==> src/rtl/dvsd_div_pkg.sv <==
// ---------------------------------------------------------------------------
// dvsd_div_pkg
//   Shared definitions for the 16-by-8 iterative restoring divider:
//   FSM state encoding, default operand widths and the step-counter width.
// ---------------------------------------------------------------------------
package dvsd_div_pkg;

  // Default dividend/quotient width; also the number of iteration cycles.
  localparam int N_WIDTH = 16;
  // Default divisor/remainder width.
  localparam int D_WIDTH = 8;
  // Step counter must be able to hold the value N_WIDTH.
  localparam int CNT_W   = $clog2(N_WIDTH + 1);

  typedef enum logic [1:0] {
    S_IDLE = 2'd0,
    S_BUSY = 2'd1,
    S_DONE = 2'd2
  } state_e;

endpackage : dvsd_div_pkg

==> src/rtl/dvsd_16by8_div_if.sv <==
// ---------------------------------------------------------------------------
// dvsd_16by8_div_if
//   Operand and result handshake bundle of the divider.
//   Operand side : in_valid, in_ready, m (dividend), b (divisor)
//   Result side  : out_valid, out_ready, q (quotient), r (remainder),
//                  ovf (quotient does not fit D_WIDTH bits), dbz (divide by 0)
//   master : the producer/consumer driving operands and accepting results
//   slave  : the divider itself
// ---------------------------------------------------------------------------
interface dvsd_16by8_div_if #(
  parameter int N_WIDTH = dvsd_div_pkg::N_WIDTH,
  parameter int D_WIDTH = dvsd_div_pkg::D_WIDTH
);

  logic               in_valid;
  logic               in_ready;
  logic [N_WIDTH-1:0] m;
  logic [D_WIDTH-1:0] b;
  logic               out_valid;
  logic               out_ready;
  logic [N_WIDTH-1:0] q;
  logic [D_WIDTH-1:0] r;
  logic               ovf;
  logic               dbz;

  modport master (
    output in_valid, m, b, out_ready,
    input  in_ready, out_valid, q, r, ovf, dbz
  );

  modport slave (
    input  in_valid, m, b, out_ready,
    output in_ready, out_valid, q, r, ovf, dbz
  );

endinterface : dvsd_16by8_div_if

==> src/rtl/dvsd_div_step.sv <==
// ---------------------------------------------------------------------------
// dvsd_div_step
//   One purely combinational restoring-division step.
//   pr_i     : current partial remainder (always < b_i)
//   bit_i    : next dividend bit shifted into the partial remainder
//   b_i      : divisor
//   pr_o     : new partial remainder
//   q_bit_o  : quotient bit produced by this step
// ---------------------------------------------------------------------------
module dvsd_div_step #(
  parameter int D_WIDTH = dvsd_div_pkg::D_WIDTH
) (
  input  logic [D_WIDTH-1:0] pr_i,
  input  logic               bit_i,
  input  logic [D_WIDTH-1:0] b_i,
  output logic [D_WIDTH-1:0] pr_o,
  output logic               q_bit_o
);

  // The shifted remainder needs one extra bit: pr < b means 2*pr+1 can
  // exceed D_WIDTH bits, but never 2*b.
  logic [D_WIDTH:0] trial_s;
  logic [D_WIDTH:0] div_s;

  assign trial_s = {pr_i, bit_i};
  assign div_s   = {1'b0, b_i};

  // Trial subtraction; restore (keep the shifted value) when it would go negative.
  always_comb begin
    pr_o    = trial_s[D_WIDTH-1:0];
    q_bit_o = 1'b0;
    if (trial_s >= div_s) begin
      // Result is < b, so dropping the top bit loses nothing.
      pr_o    = D_WIDTH'(trial_s - div_s);
      q_bit_o = 1'b1;
    end else begin
      pr_o    = trial_s[D_WIDTH-1:0];
      q_bit_o = 1'b0;
    end
  end

endmodule : dvsd_div_step

==> src/rtl/dvsd_16by8_div.sv <==
// ---------------------------------------------------------------------------
// dvsd_16by8_div
//   Iterative restoring divider, one quotient bit per clock.
//   m / b -> q, r. Recovers operand a from a product m = a*b of the 8x8
//   multiplier; ovf flags quotients wider than D_WIDTH bits.
//   clock   : rising-edge clock
//   reset_n : synchronous active-low reset, aborts any operation
//   bus     : slave side of dvsd_16by8_div_if (operand and result handshakes)
//   Latency from the accept edge: N_WIDTH cycles; divide-by-zero results
//   are presented straight from the accept edge. in_ready is high only in
//   IDLE, so the minimum issue interval is N_WIDTH+2 cycles.
//   The interface instance must use the same widths as this module.
// ---------------------------------------------------------------------------
module dvsd_16by8_div #(
  parameter int N_WIDTH = dvsd_div_pkg::N_WIDTH,
  parameter int D_WIDTH = dvsd_div_pkg::D_WIDTH
) (
  input  logic                    clock,
  input  logic                    reset_n,
  dvsd_16by8_div_if.slave         bus
);

  import dvsd_div_pkg::*;

  localparam int STEP_CW = $clog2(N_WIDTH + 1);

  state_e               state_q, state_d;
  logic [STEP_CW-1:0]   cnt_q,   cnt_d;
  logic [D_WIDTH-1:0]   pr_q,    pr_d;
  logic [N_WIDTH-1:0]   qreg_q,  qreg_d;
  logic [D_WIDTH-1:0]   b_q,     b_d;
  logic [N_WIDTH-1:0]   q_q,     q_d;
  logic [D_WIDTH-1:0]   r_q,     r_d;
  logic                 ovf_q,   ovf_d;
  logic                 dbz_q,   dbz_d;

  logic [D_WIDTH-1:0]   step_pr_s;
  logic                 step_bit_s;
  logic [N_WIDTH-1:0]   new_q_s;

  // The dividend is consumed MSB first out of the quotient shift register
  // while the quotient bits enter at its LSB.
  dvsd_div_step #(
    .D_WIDTH (D_WIDTH)
  ) u_step (
    .pr_i    (pr_q),
    .bit_i   (qreg_q[N_WIDTH-1]),
    .b_i     (b_q),
    .pr_o    (step_pr_s),
    .q_bit_o (step_bit_s)
  );

  assign new_q_s = {qreg_q[N_WIDTH-2:0], step_bit_s};

  // Next-state and datapath update for the IDLE/BUSY/DONE sequence.
  always_comb begin
    state_d = state_q;
    cnt_d   = cnt_q;
    pr_d    = pr_q;
    qreg_d  = qreg_q;
    b_d     = b_q;
    q_d     = q_q;
    r_d     = r_q;
    ovf_d   = ovf_q;
    dbz_d   = dbz_q;

    case (state_q)
      S_IDLE: begin
        if (bus.in_valid) begin
          b_d = bus.b;
          if (bus.b == {D_WIDTH{1'b0}}) begin
            // Nothing to iterate: publish the saturated result at once.
            state_d = S_DONE;
            q_d     = {N_WIDTH{1'b1}};
            r_d     = bus.m[D_WIDTH-1:0];
            ovf_d   = 1'b1;
            dbz_d   = 1'b1;
          end else begin
            state_d = S_BUSY;
            cnt_d   = STEP_CW'(N_WIDTH);
            pr_d    = {D_WIDTH{1'b0}};
            qreg_d  = bus.m;
          end
        end else begin
          state_d = S_IDLE;
        end
      end

      S_BUSY: begin
        pr_d   = step_pr_s;
        qreg_d = new_q_s;
        cnt_d  = cnt_q - STEP_CW'(1);
        if (cnt_q == STEP_CW'(1)) begin
          // Result registers change only here, so no partial quotient is
          // ever visible on the outputs.
          state_d = S_DONE;
          q_d     = new_q_s;
          r_d     = step_pr_s;
          ovf_d   = |new_q_s[N_WIDTH-1:D_WIDTH];
          dbz_d   = 1'b0;
        end else begin
          state_d = S_BUSY;
        end
      end

      S_DONE: begin
        if (bus.out_ready) begin
          state_d = S_IDLE;
        end else begin
          state_d = S_DONE;
        end
      end

      default: begin
        state_d = S_IDLE;
      end
    endcase
  end

  // State, datapath and result registers with synchronous active-low reset.
  always_ff @(posedge clock) begin
    if (!reset_n) begin
      state_q <= S_IDLE;
      cnt_q   <= {STEP_CW{1'b0}};
      pr_q    <= {D_WIDTH{1'b0}};
      qreg_q  <= {N_WIDTH{1'b0}};
      b_q     <= {D_WIDTH{1'b0}};
      q_q     <= {N_WIDTH{1'b0}};
      r_q     <= {D_WIDTH{1'b0}};
      ovf_q   <= 1'b0;
      dbz_q   <= 1'b0;
    end else begin
      state_q <= state_d;
      cnt_q   <= cnt_d;
      pr_q    <= pr_d;
      qreg_q  <= qreg_d;
      b_q     <= b_d;
      q_q     <= q_d;
      r_q     <= r_d;
      ovf_q   <= ovf_d;
      dbz_q   <= dbz_d;
    end
  end

  // Handshake flags are direct decodes of the state register.
  assign bus.in_ready  = (state_q == S_IDLE);
  assign bus.out_valid = (state_q == S_DONE);
  assign bus.q         = q_q;
  assign bus.r         = r_q;
  assign bus.ovf       = ovf_q;
  assign bus.dbz       = dbz_q;

endmodule : dvsd_16by8_div
==> src/flat_wrapper.sv <==
// flat-port wrapper written by rule: the top's interface ports become plain ports
module dvsd_16by8_div_flat import dvsd_div_pkg::*;
#(
  parameter int N_WIDTH = dvsd_div_pkg::N_WIDTH,
  parameter int D_WIDTH = dvsd_div_pkg::D_WIDTH
)
  (clock, reset_n, bus_in_valid, bus_m, bus_b, bus_out_ready, bus_in_ready, bus_out_valid, bus_q, bus_r, bus_ovf, bus_dbz);
  dvsd_16by8_div_if #(.N_WIDTH(N_WIDTH), .D_WIDTH(D_WIDTH)) bus_i ();
  input  logic clock;
  input  logic reset_n;
  input wire logic [$bits(bus_i.in_valid)-1:0] bus_in_valid;
  input wire logic [$bits(bus_i.m)-1:0] bus_m;
  input wire logic [$bits(bus_i.b)-1:0] bus_b;
  input wire logic [$bits(bus_i.out_ready)-1:0] bus_out_ready;
  output wire logic [$bits(bus_i.in_ready)-1:0] bus_in_ready;
  output wire logic [$bits(bus_i.out_valid)-1:0] bus_out_valid;
  output wire logic [$bits(bus_i.q)-1:0] bus_q;
  output wire logic [$bits(bus_i.r)-1:0] bus_r;
  output wire logic [$bits(bus_i.ovf)-1:0] bus_ovf;
  output wire logic [$bits(bus_i.dbz)-1:0] bus_dbz;
  assign bus_i.in_valid = bus_in_valid;
  assign bus_i.m = bus_m;
  assign bus_i.b = bus_b;
  assign bus_i.out_ready = bus_out_ready;
  assign bus_in_ready = bus_i.in_ready;
  assign bus_out_valid = bus_i.out_valid;
  assign bus_q = bus_i.q;
  assign bus_r = bus_i.r;
  assign bus_ovf = bus_i.ovf;
  assign bus_dbz = bus_i.dbz;
  dvsd_16by8_div #(.N_WIDTH(N_WIDTH), .D_WIDTH(D_WIDTH)) u_core (.clock(clock), .reset_n(reset_n), .bus(bus_i));
endmodule
==> config.mk <==
export PLATFORM = sky130hd
export DESIGN_NAME = dvsd_16by8_div_flat
export DESIGN_NICKNAME = d
export VERILOG_FILES = /design/src/rtl/dvsd_div_pkg.sv /design/src/rtl/dvsd_16by8_div_if.sv /design/src/rtl/dvsd_div_step.sv /design/src/rtl/dvsd_16by8_div.sv /design/src/flat_wrapper.sv
export SDC_FILE = /design/constraint.sdc
export NUM_CORES = 1
export LEC_CHECK = 0
export BUFFER_PORTS_ARGS = -buffer_cell sky130_fd_sc_hd__buf_2
export CORE_ASPECT_RATIO = 1.4
export CORE_MARGIN = 1
export CORE_UTILIZATION = 45
export CTS_CLUSTER_SIZE = 25
export DETAILED_ROUTE_END_ITERATION = 6
export GPL_TIMING_DRIVEN = 0
export PLACE_DENSITY = 0.76
export SLEW_MARGIN = 20
export SYNTH_ARGS = -nofsm -noshare
export SYNTH_HDL_FRONTEND = slang
export SYNTH_HIERARCHICAL = 1
export SYNTH_SLANG_ARGS = --single-unit
export TNS_END_PERCENT = 1
==> constraint.sdc <==
create_clock -name clock -period 2.02 [get_ports clock]
set_input_delay 0.303 -clock clock [delete_from_list [all_inputs] [get_ports clock]]
set_output_delay 0.303 -clock clock [all_outputs]
set_load 0.01 [all_outputs]
==> impl_metrics.json <==
{
  "areaGrowthSynthToFinish_pct": 23.6,
  "worst_ep_required_time_ps": 2250,
  "detail_route.wl_per_cell_um": 16.0,
  "min_path_type": "in2reg",
  "syn_nets": 404,
  "power_density_mw_per_mm2": 926,
  "synth_area_leaders": "dfxtp_1 (41%), a21oi_1 (7.6%), nand2_1 (5.1%)",
  "ctsHoldBuffers": 0,
  "multiInputGateArea_mm2": 0.00173,
  "hp-start": "bus_b[3]",
  "drc": 0,
  "setup-tns-final_ps": -463,
  "synthAdderAreaFrac_pct": 4.61,
  "synth.area.mux_share_pct": 4.97,
  "path_class": "reg2reg",
  "worst_slew_pin_slew_ps": 620,
  "diodes": 0,
  "final_util_pct": 58.5,
  "cts.clk_slew.worst_paths_ps": 80,
  "rsz0062_at_grt": "yes",
  "boundaryPins": 56,
  "max_freq_mhz": 463,
  "antenna_left": 0,
  "seq_area_frac_synth_pct": 41.3,
  "max-vdd-ir-drop_v": 0.000499,
  "cp.arrival_ps": 2390,
  "status": "complete, but fails checks",
  "drt_pass1_iterations": 4,
  "worstSetupEndpointType": "register",
  "fin_crit_sh_pct": 107,
  "yosysTopAreaCell": "dfxtp_1",
  "rrSetupSlack_ps": -140,
  "synth.distinct_cells": 43,
  "finalMaxSlewViolations": 0,
  "htree_levels": 3,
  "initial_utilization_pct": 47.3,
  "nFillCells": 643,
  "cts_tree": "built",
  "seqCellArea_mm2": 0.00131,
  "async_reset_ff_share_pct": 0,
  "max_slew_margin_pct": 58.3,
  "core_area_mm2": 0.00666,
  "syn-cell-area_mm2": 0.00315,
  "finalClockSkew_ps": 11.1,
  "dp_cells": 511,
  "via_per_inst": 5.63,
  "crit_path_start": "u_core/qreg_q[15]$_SDFFE_PN0P_",
  "wl_mm": 8.45,
  "overflow": 0,
  "rows": 35,
  "port_buffers": 54,
  "worst_slack_ps": -139,
  "clock_latency_ps": 350,
  "grt_pass1_vias": 2859,
  "cts.sinks": 65,
  "p_leak_uw": 0.00163,
  "stdcell_count": 528,
  "setup_viol": 10,
  "drive_gt1_share_pct": 28.2,
  "grt_pass1_wl_mm": 13.7,
  "fin_area_mm2": 0.00389,
  "vias": 2973,
  "failed_checks": "negative setup slack",
  "synthFlopType": "dfxtp_1",
  "dpl-instance-area_mm2": 0.00354,
  "drtIter0Drc": 141,
  "globalRouteTotalUtil_pct": 24.8,
  "grt_max_degree": 13,
  "fp.dieH_um": 101,
  "synth_top_area_share_pct": 41.3,
  "yosys.area_share.simple_pct": 15.9,
  "synth_xor_area_share_pct": 1.11,
  "yosysWarningCount": 6,
  "hold_viol_final": 0,
  "synth_cells": 365,
  "layout.nets": 470,
  "max-cap-violations": 0,
  "crit_fanout": 3,
  "fin_crit_ps": 2160,
  "dp.final_hpwl_mm": 6.07,
  "ys_ff_latch": 65,
  "syn_avg_cell_area_um2": 8.63,
  "fin_hold_ws_ps": 205,
  "synth_top_family_by_area": "compound AO/OA/AOI/OAI gates",
  "clk_path_buf_depth": 2,
  "cts-root-buf": "clkbuf_8",
  "die_w_um": 72.7,
  "synth-compound-area-share_pct": 24.9,
  "antenna_found_initial": 0,
  "gp_congestion": 0.888,
  "cts_made_buffers": 9,
  "r2r-start": "u_core/qreg_q[15]$_SDFFE_PN0P_",
  "synth_edf_count": 0,
  "dieArea_mm2": 0.00734,
  "start_kind": "register"
}
power breakdown:
group | internal, µW | total, µW | switching (µW)
Combinational | 445 | 941 | 496
Sequential | 1370 | 1450 | 79.0
Clock | 691 | 1210 | 523
logic make-up (layout without fill, tap and decap cells):
| kind of cell | Yosys count | after routing |
|---|---|---|
| buf+inv | 46 | 117 |
| xor+xnor | 4 | 4 |
| mux | 15 | 15 |
| simple gates | 106 | 106 |
| compound gates | 118 | 118 |
| flops | 65 | 65 |
| fa+ha+maj | 11 | 11 |
layout make-up:
type,count,share of cell area (%)
Inverter,16,1.54
Timing Repair Buffer,56,7.65
Clock buffer,9,3.18
Buffer,29,4.24
Clock inverter,7,2.44
Sequential cell,65,33.6
Tap cell,92,2.96
Multi-Input combinational cell,254,44.4
layout by cell type, fill, tap and decap left out, types with 5 or more instances in the layout:
master	instances
ha_4	5
buf_6	6
dfxtp_1	60
nand3_1	12
a31oi_1	12
nor3_1	9
o21ai_0	19
clkbuf_1	16
a21oi_1	48
o221a_1	11
inv_1	15
buf_2	60
dfxtp_2	5
nor2_1	16
clkbuf_8	9
mux2i_1	10
nand2_1	41
o31ai_1	9
path summary, 6_finish.rpt:
kind	endpoint	cells past startpoint
hold / removal	u_core/b_q[3]$_SDFFE_PN0P_	3
setup reg to reg	u_core/bus.r[6]$_SDFFE_PN0P_	10
setup / recovery	u_core/bus.r[6]$_SDFFE_PN0P_	10
hold reg to reg	u_core/qreg_q[15]$_SDFFE_PN0P_	2
layer usage:
metal	vias to the layer above	global-route usage, %	part of all wire (%)	wire, µm
met1	1413	29.0	40	3360
li1	1441	-	-	-
met5	-	0	0	0
met3	23	4.60	4.7	399
met2	96	42.0	52	4390
met4	0	14.3	3.5	296
cell usage after synthesis, drive strengths merged, types with 2 or more instances:
master	n
xnor2	3
buf	14
nand2	43
nor2	17
inv	16
nor4	4
mux2i	10
clkbuf	16
o221a	14
mux2	5
nor2b	5
a21oi	50
nand3	13
or2	2
a21o	3
ha	10
o31ai	9
a31oi	12
dfxtp	65
and3	2
nor3	12
or3	3
nor3b	2
o21ai	22
metrics by stage:
stage	setup WS, ps	power (µW)
floorplan	-25.7	2050
global placement	-195	2230
detailed placement	-234	2250
CTS	-94.9	3580
global route	-219	3760
finish	-139	3610
sequential cells by signal (all words and copies together), names as in the netlist:
name / count
u_core/cnt_q: 5
u_core/bus.q: 16
u_core/qreg_q: 16
u_core/pr_q: 8
u_core/bus.dbz: 1
u_core/bus.ovf: 1
u_core/b_q: 8
u_core/state_q: 2
u_core/bus.r: 8
critical path, stage by stage (launching register included):
cell     delay (ps)
dfxtp_2         340
inv_2            50
ha_4            160
fa_2            360
nor2b_2         140
o31a_1          210
nor4_2           50
a311o_1         270
mux2_2          270
nand2_2          80
a31oi_1          90
repair_timing:
item	in CTS	in global routing
setup buffers	2	0
pin swaps	5	5
endpoints found under the setup margin	18	28
resized for setup	13	11
endpoints found under the hold margin	0	0
No activity file was read; power rests on OpenSTA's default activity.
